[src/rtl/rtable_pkg.sv]
// Shared reward-table constants and the lookup pipeline tag type.
package rtable_pkg;

  localparam int unsigned NUM_ACTIONS = 4;
  localparam int unsigned DEPTH       = 256;
  localparam int unsigned ADDR_WIDTH  = 8;
  localparam int unsigned DATA_WIDTH  = 8;
  localparam int unsigned MAX_REQ     = 8;

  localparam logic [DATA_WIDTH-1:0] DEFAULT_REWARD = 8'hF7;

  // Sized for the largest supported requester count; unused id bits stay zero.
  typedef struct packed {
    logic [MAX_REQ-1:0] id;
    logic               oor;
  } tag_t;

endpackage

[src/rtl/rtable_arbiter_if.sv]
// Requester-side and ROM-side signals of the reward-table arbiter.
interface rtable_arbiter_if #(
  parameter int unsigned NUM_REQ    = 4,
  parameter int unsigned STATE_W    = 6,
  parameter int unsigned ACTION_W   = 2,
  parameter int unsigned ADDR_WIDTH = 8,
  parameter int unsigned DATA_WIDTH = 8
);

  logic                         i_hold;
  logic [NUM_REQ-1:0]           i_req;
  logic [NUM_REQ*STATE_W-1:0]   i_state;
  logic [NUM_REQ*ACTION_W-1:0]  i_action;
  logic [NUM_REQ-1:0]           o_gnt;
  logic [ADDR_WIDTH-1:0]        o_rom_addr;
  logic                         o_rom_read;
  logic [DATA_WIDTH-1:0]        i_rom_data;
  logic [NUM_REQ-1:0]           o_rsp_valid;
  logic [DATA_WIDTH-1:0]        o_rsp_data;
  logic                         o_rsp_oor;
  logic                         o_busy;

  modport slave (
    input  i_hold, i_req, i_state, i_action, i_rom_data,
    output o_gnt, o_rom_addr, o_rom_read, o_rsp_valid, o_rsp_data, o_rsp_oor, o_busy
  );

  modport master (
    output i_hold, i_req, i_state, i_action, i_rom_data,
    input  o_gnt, o_rom_addr, o_rom_read, o_rsp_valid, o_rsp_data, o_rsp_oor, o_busy
  );

endinterface

[src/rtl/rr_arbiter.sv]
// Round-robin arbiter: combinational one-hot grant searched upward from a stored pointer.
module rr_arbiter #(
  parameter int unsigned N = 4,
  localparam int unsigned PtrW = (N > 1) ? $clog2(N) : 1
) (
  input  logic         i_clk,
  input  logic         i_rst_n,
  input  logic         i_en,
  input  logic [N-1:0] i_req,
  output logic [N-1:0] o_gnt
);

  logic [PtrW-1:0] ptr_q, ptr_d;

  always_comb begin
    logic            found;
    logic [PtrW-1:0] j;
    found = 1'b0;
    j     = '0;
    o_gnt = '0;
    ptr_d = ptr_q;
    if (i_en) begin
      for (int unsigned i = 0; i < N; i++) begin
        j = PtrW'((32'(ptr_q) + i) % N);
        if (!found && i_req[j]) begin
          found    = 1'b1;
          o_gnt[j] = 1'b1;
          ptr_d    = (32'(j) == N - 1) ? '0 : j + 1'b1;
        end
      end
    end
  end

  always_ff @(posedge i_clk or negedge i_rst_n) begin
    if (!i_rst_n) begin
      ptr_q <= '0;
    end else begin
      ptr_q <= ptr_d;
    end
  end

endmodule

[src/rtl/rtable_arbiter.sv]
// Shares one synchronous reward ROM between NUM_REQ requesters; fixed two-cycle
// grant-to-response latency, one lookup per cycle.
module rtable_arbiter #(
  parameter int unsigned NUM_REQ     = 4,
  parameter int unsigned STATE_W     = 6,
  parameter int unsigned ACTION_W    = 2,
  parameter int unsigned NUM_ACTIONS = rtable_pkg::NUM_ACTIONS,
  parameter int unsigned ADDR_WIDTH  = rtable_pkg::ADDR_WIDTH,
  parameter int unsigned DATA_WIDTH  = rtable_pkg::DATA_WIDTH,
  parameter int unsigned DEPTH       = rtable_pkg::DEPTH,
  parameter logic [DATA_WIDTH-1:0] DEFAULT_REWARD = rtable_pkg::DEFAULT_REWARD
) (
  input logic             i_clk,
  input logic             i_rst_n,
  rtable_arbiter_if.slave bus
);

  import rtable_pkg::*;

  localparam int unsigned IDX_W = STATE_W + ACTION_W + 1;

  logic [NUM_REQ-1:0]    gnt;
  logic                  any_gnt;
  logic [STATE_W-1:0]    sel_state;
  logic [ACTION_W-1:0]   sel_action;
  logic [IDX_W-1:0]      idx;
  logic                  oor;
  logic [NUM_REQ-1:0]    rsp_valid;
  tag_t                  tag1_q, tag1_d, tag2_q, tag2_d;
  logic [ADDR_WIDTH-1:0] rom_addr_q, rom_addr_d;
  logic                  rom_read_q, rom_read_d;

  // Gating with reset keeps the combinational grant quiet while in reset.
  rr_arbiter #(
    .N (NUM_REQ)
  ) u_rr_arbiter (
    .i_clk   (i_clk),
    .i_rst_n (i_rst_n),
    .i_en    (!bus.i_hold && i_rst_n),
    .i_req   (bus.i_req),
    .o_gnt   (gnt)
  );

  assign any_gnt = |gnt;

  always_comb begin
    sel_state  = '0;
    sel_action = '0;
    for (int unsigned k = 0; k < NUM_REQ; k++) begin
      if (gnt[k]) begin
        sel_state  = sel_state | bus.i_state[k*STATE_W +: STATE_W];
        sel_action = sel_action | bus.i_action[k*ACTION_W +: ACTION_W];
      end
    end
  end

  // Full-width index so that overflow past DEPTH is detected rather than wrapped.
  assign idx = IDX_W'(sel_state) * IDX_W'(NUM_ACTIONS) + IDX_W'(sel_action);
  assign oor = (32'(sel_action) >= NUM_ACTIONS) || (32'(idx) >= DEPTH);

  always_comb begin
    tag1_d                 = '0;
    tag1_d.id[NUM_REQ-1:0] = gnt;
    tag1_d.oor             = any_gnt & oor;
    rom_read_d             = any_gnt & ~oor;
    rom_addr_d             = rom_read_d ? ADDR_WIDTH'(idx) : rom_addr_q;
    tag2_d                 = tag1_q;
  end

  always_ff @(posedge i_clk or negedge i_rst_n) begin
    if (!i_rst_n) begin
      tag1_q     <= '0;
      tag2_q     <= '0;
      rom_addr_q <= '0;
      rom_read_q <= 1'b0;
    end else begin
      tag1_q     <= tag1_d;
      tag2_q     <= tag2_d;
      rom_addr_q <= rom_addr_d;
      rom_read_q <= rom_read_d;
    end
  end

  assign rsp_valid       = tag2_q.id[NUM_REQ-1:0];
  assign bus.o_gnt       = gnt;
  assign bus.o_rom_addr  = rom_addr_q;
  assign bus.o_rom_read  = rom_read_q;
  assign bus.o_rsp_valid = rsp_valid;
  assign bus.o_rsp_data  = (|rsp_valid) ? (tag2_q.oor ? DEFAULT_REWARD : bus.i_rom_data) : '0;
  assign bus.o_rsp_oor   = (|rsp_valid) & tag2_q.oor;
  assign bus.o_busy      = (|tag1_q.id) | (|tag2_q.id);

endmodule

[src/flat_wrapper.sv]
// flat-port wrapper written by rule: the top's interface ports become plain ports
module rtable_arbiter_flat import rtable_pkg::*;
#(
  parameter int unsigned NUM_REQ     = 4,
  parameter int unsigned STATE_W     = 6,
  parameter int unsigned ACTION_W    = 2,
  parameter int unsigned NUM_ACTIONS = rtable_pkg::NUM_ACTIONS,
  parameter int unsigned ADDR_WIDTH  = rtable_pkg::ADDR_WIDTH,
  parameter int unsigned DATA_WIDTH  = rtable_pkg::DATA_WIDTH,
  parameter int unsigned DEPTH       = rtable_pkg::DEPTH,
  parameter logic [DATA_WIDTH-1:0] DEFAULT_REWARD = rtable_pkg::DEFAULT_REWARD
)
  (i_clk, i_rst_n, bus_i_hold, bus_i_req, bus_i_state, bus_i_action, bus_i_rom_data, bus_o_gnt, bus_o_rom_addr, bus_o_rom_read, bus_o_rsp_valid, bus_o_rsp_data, bus_o_rsp_oor, bus_o_busy);
  rtable_arbiter_if #(.NUM_REQ(NUM_REQ), .STATE_W(STATE_W), .ACTION_W(ACTION_W), .ADDR_WIDTH(ADDR_WIDTH), .DATA_WIDTH(DATA_WIDTH)) bus_i ();
  input logic i_clk;
  input logic i_rst_n;
  input wire logic [$bits(bus_i.i_hold)-1:0] bus_i_hold;
  input wire logic [$bits(bus_i.i_req)-1:0] bus_i_req;
  input wire logic [$bits(bus_i.i_state)-1:0] bus_i_state;
  input wire logic [$bits(bus_i.i_action)-1:0] bus_i_action;
  input wire logic [$bits(bus_i.i_rom_data)-1:0] bus_i_rom_data;
  output wire logic [$bits(bus_i.o_gnt)-1:0] bus_o_gnt;
  output wire logic [$bits(bus_i.o_rom_addr)-1:0] bus_o_rom_addr;
  output wire logic [$bits(bus_i.o_rom_read)-1:0] bus_o_rom_read;
  output wire logic [$bits(bus_i.o_rsp_valid)-1:0] bus_o_rsp_valid;
  output wire logic [$bits(bus_i.o_rsp_data)-1:0] bus_o_rsp_data;
  output wire logic [$bits(bus_i.o_rsp_oor)-1:0] bus_o_rsp_oor;
  output wire logic [$bits(bus_i.o_busy)-1:0] bus_o_busy;
  assign bus_i.i_hold = bus_i_hold;
  assign bus_i.i_req = bus_i_req;
  assign bus_i.i_state = bus_i_state;
  assign bus_i.i_action = bus_i_action;
  assign bus_i.i_rom_data = bus_i_rom_data;
  assign bus_o_gnt = bus_i.o_gnt;
  assign bus_o_rom_addr = bus_i.o_rom_addr;
  assign bus_o_rom_read = bus_i.o_rom_read;
  assign bus_o_rsp_valid = bus_i.o_rsp_valid;
  assign bus_o_rsp_data = bus_i.o_rsp_data;
  assign bus_o_rsp_oor = bus_i.o_rsp_oor;
  assign bus_o_busy = bus_i.o_busy;
  rtable_arbiter #(.NUM_REQ(NUM_REQ), .STATE_W(STATE_W), .ACTION_W(ACTION_W), .NUM_ACTIONS(NUM_ACTIONS), .ADDR_WIDTH(ADDR_WIDTH), .DATA_WIDTH(DATA_WIDTH), .DEPTH(DEPTH), .DEFAULT_REWARD(DEFAULT_REWARD)) u_core (.i_clk(i_clk), .i_rst_n(i_rst_n), .bus(bus_i));
endmodule
[config.mk]
export PLATFORM = sky130hd
export DESIGN_NAME = rtable_arbiter_flat
export DESIGN_NICKNAME = d
export VERILOG_FILES = /design/src/rtl/rtable_pkg.sv /design/src/rtl/rtable_arbiter_if.sv /design/src/rtl/rr_arbiter.sv /design/src/rtl/rtable_arbiter.sv /design/src/flat_wrapper.sv
export SDC_FILE = /design/constraint.sdc
export NUM_CORES = 1
export LEC_CHECK = 0
export ABC_CLOCK_PERIOD_IN_PS = 6250
export BUFFER_PORTS_ARGS = -buffer_cell sky130_fd_sc_hd__buf_4
export CORE_MARGIN = 10
export CORE_UTILIZATION = 50
export DETAILED_ROUTE_END_ITERATION = 7
export PLACE_DENSITY = 0.95
export SLEW_MARGIN = 20
export SYNTH_ARGS = -nofsm -noshare
export SYNTH_HDL_FRONTEND = slang
export SYNTH_SLANG_ARGS = --single-unit
[constraint.sdc]
create_clock -name i_clk -period 6.25 [get_ports i_clk]
set_input_delay 0.625 -clock i_clk [delete_from_list [all_inputs] [get_ports i_clk]]
set_output_delay 0.625 -clock i_clk [all_outputs]
set_load 0.005 [all_outputs]
==> impl_metrics.toml <==
[outcome]
status = "completed"

[synthesis]
netlist_top_cells_area = "dfrtp_1, nor2b_1, a222oi_1"
yosysUniqueCellTypes = 38
synthFlopType = "dfrtp_1"
yosys.area.top_type_share_pct = 30.4
synth_mux_area_share_pct = 4.31
synth_async_sr_flop_share_pct = 100
basic_gate_share_of_the_synthesized_area_counting_and_or_nand_and_nor_cells_pct = 17.3
synth-compound-area-share_pct = 35.3
yosysSeqAreaShare_pct = 30.4
net_count_after_synthesis = 219
post_synth_xor_area_fraction_pct = 0
synthesis.area_mm2 = 0.00157
yosysWarningCount = 0
largest_family_of_logic_cells_by_synthesized_area = "compound AO/OA/AOI/OAI gates"
synth_enable_flop_cells = 0
syn_area_per_cell_um2 = 9.44
ys_seq_elements = 19
yosys.area_share.adder_pct = 4.79
synth_area_leader_cell = "dfrtp_1"
synthesized_instance_count = 166

[placement]
gp_congestion = 0.869
dp.final_hpwl_um = 3800
detailedPlace.worstSlack_ns = 2.37
post-place-cells = 272
placement.io_buffers = 72
detailed_place.area_mm2 = 0.00209

[cts]
cts_setup_buffers = 0
cts-root-buf = "clkbuf_4"
post_cts_clock_slew_at_the_launch_and_capture_registers_of_the_worst_setup_and_hold_paths_ns = 0.13
clk-insertion-delay-late_ns = 0.31
h-tree-depth = 1
tritoncts = "done"
cts_sink_cnt = 19
cts-hold-fix-buffers = 0
clockBufferDepth = 2
numCtsBuffers = 3
cts_resized = 0

[floorplanning]
io_pins = 74
floorplan.die.width_um = 76.0
starting_utilization_of_the_core_area_pct = 51.7
floorplan.core_area_mm2 = 0.00303
floorplan.die.height_um = 76.0
fp.dieArea_mm2 = 0.00577
core.rowCount = 20

[global_route]
busiest_layer = "met2"
grt_use_met3_pct = 4.83
largest_net_degree_at_the_start_of_global_routing = 22
grt_usage_pct = 15.9
gr-usage-met2_pct = 25.7
overflow = 0
gr-usage-met1_pct = 19.8
grt_pass1_vias = 1606
antenna_found_initial = 0
wire_length_of_the_first_global_routing_pass_um = 7920

[drt]
drt-pass1-iter-count = 5
routed_wirelength_um = 4980
drcViolationCount = 0
vias = 1678
wire_per_inst_um = 18.0
detail_route.iter0.violations = 168
final_antenna_net_count = 0
via_per_inst = 6.08

[pwr]
internal_power_uw = 513
seqPwrFrac_pct = 22.5
sw_frac_of_total_pct = 45.8
power.combinational.fraction_pct = 70.5
leakage_nw = 0.983
power.switching_uw = 433
power_density_mw_per_mm2 = 445
irDropWorstVdd_uv = 280
p_clk_share_pct = 7.1

[timing]
fin_setup_tns_ns = 0
finalSetupViolations = 0
slew_violations = 0
post-route-min-period_ns = 4.24
final_critical_path_setup_slack_ns = 2.01
final-hold-violation-count = 0
slew_at_the_pin_with_the_worst_max_slew_slack_ns = 0.818
finalClockSkew_ns = 0.0123
fmaxAchievable_ghz = 0.236
final.period_utilization_pct = 67.8
rsz0062_at_grt = "no"
worst_slew_margin_rel_pct = 45.4

[critical_path]
path_max_fanout = 19
critical_path_class = "flip-flop to output pin"
critical_path.endpoint_type = "output pin"
setup.worst_path.start_class = "flip-flop"
worstPathRequired_ns = 5.62
cp.arrival_ns = 3.61

[layout]
final_core_utilization_pct = 70.2
area_delta_synth_final_pct = 35.8
fillerInstances = 243
drive_above_1_share_pct = 38.4
final_nets = 286
area.sequential_um2 = 475
post_layout_nonfiller_instances = 276
final_cell_area_mm2 = 0.00213
num_antenna_cells = 0
multi_input_area_um2 = 976

[run]
max_cap_viol_count = 0

[min_path]
min-delay-path-class = "input pin to asynchronous set/reset pin"
-- metal layers --
layer  vias to the layer above  routed length (um)
li1                        777                   -
met1                       794                2070
met2                        98                2340
met3                         9                 475
met4                         0                  92
met5                         -                   0
-- final timing paths --
path                       slack [ns]                         start                         to  depth (start not counted)
max                              2.01  u_core.u_rr_arbiter.ptr_q[0]               bus_o_gnt[2]                          8
min                              0.17                       i_rst_n   u_core.bus.o_rom_addr[5]                          1
max reg2reg                      2.76  u_core.u_rr_arbiter.ptr_q[0]   u_core.bus.o_rom_addr[0]                          8
min reg2reg                      0.39              u_core.tag1_q[2]  u_core.bus.o_rsp_valid[1]                          0
max in group asynchronous        5.86                       i_rst_n   u_core.bus.o_rom_addr[7]                          1
min in group i_clk               0.39              u_core.tag1_q[2]  u_core.bus.o_rsp_valid[1]                          0
-- worst max-delay path: stages (launching register included) --
cell,delay [ns]
dfrtp_1,0.75
inv_1,0.19
ha_1,0.45
mux4_2,0.66
a21oi_1,0.19
a21oi_1,0.13
a21oi_1,0.62
nor2_1,0.13
buf_4,0.18
-- cells by family (layout without fill, tap and decap cells) --
family,Yosys count,in the layout
AOI/OAI and AO/OA,66,66
adders and majority gates,6,6
buffers and inverters,23,89
DFF,19,19
muxes,3,3
other,1,1
and+or+nand+nor,48,48
-- state kept, by name, indices dropped and copies added, names as in the netlist --
| signal | count |
|---|---|
| u_core.bus.o_rsp_valid | 4 |
| u_core.bus.o_rom_addr | 8 |
| u_core.u_rr_arbiter.ptr_q | 2 |
| u_core.bus.o_rom_read | 1 |
| u_core.tag1_q | 4 |
-- cells in the mapped netlist (all sizes together) (2+ instances only) --
cell / n
nor2b: 14
o21ai: 4
dfrtp: 19
a22oi: 8
a222oi: 8
o41ai: 3
nand2: 4
o211ai: 8
inv: 12
nor3: 2
a21oi: 13
a22o: 8
ha: 6
nor3b: 3
nor2: 12
buf: 7
nor4: 4
a2bb2oi: 8
mux4: 3
clkbuf: 4
nand3b: 4
-- cell type report --
| type | instances | area share (%) |
|---|---|---|
| clock buffers | 3 | 1.06 |
| flip-flops and latches | 19 | 22.4 |
| inverters | 12 | 2.12 |
| multi-input cells | 124 | 45.9 |
| clock inverters | 1 | 0.235 |
| repair buffers | 73 | 25.8 |
| well taps | 44 | 2.59 |
-- placed cells by master (no fill, tap or decap), drive strengths merged, types with 12 or more instances in the layout --
master / instances
buf: 73
dfrtp: 19
nor2b: 14
a21oi: 13
inv: 12
nor2: 12
-- per-stage QoR --
step | power (mW) | hold WS (ns)
after CTS | 0.942 | 0.175
final | 0.946 | 0.165
after floorplan | 0.679 | 0.329
after global placement | 0.857 | 0.359
after global routing | 1.03 | 0.166
after detailed placement | 0.876 | 0.363
-- power by group through the flow --
stage | combinational (mW) | clock [mW] | sequential [mW]
2_1_floorplan | 0.478 | 0 | 0.200
3_3_place_gp | 0.646 | 0 | 0.211
3_5_place_dp | 0.662 | 0 | 0.214
4_1_cts | 0.665 | 0.0672 | 0.211
5_1_grt | 0.732 | 0.0746 | 0.219
6_report | 0.667 | 0.0671 | 0.213
(Power assumes the default switching activity.)
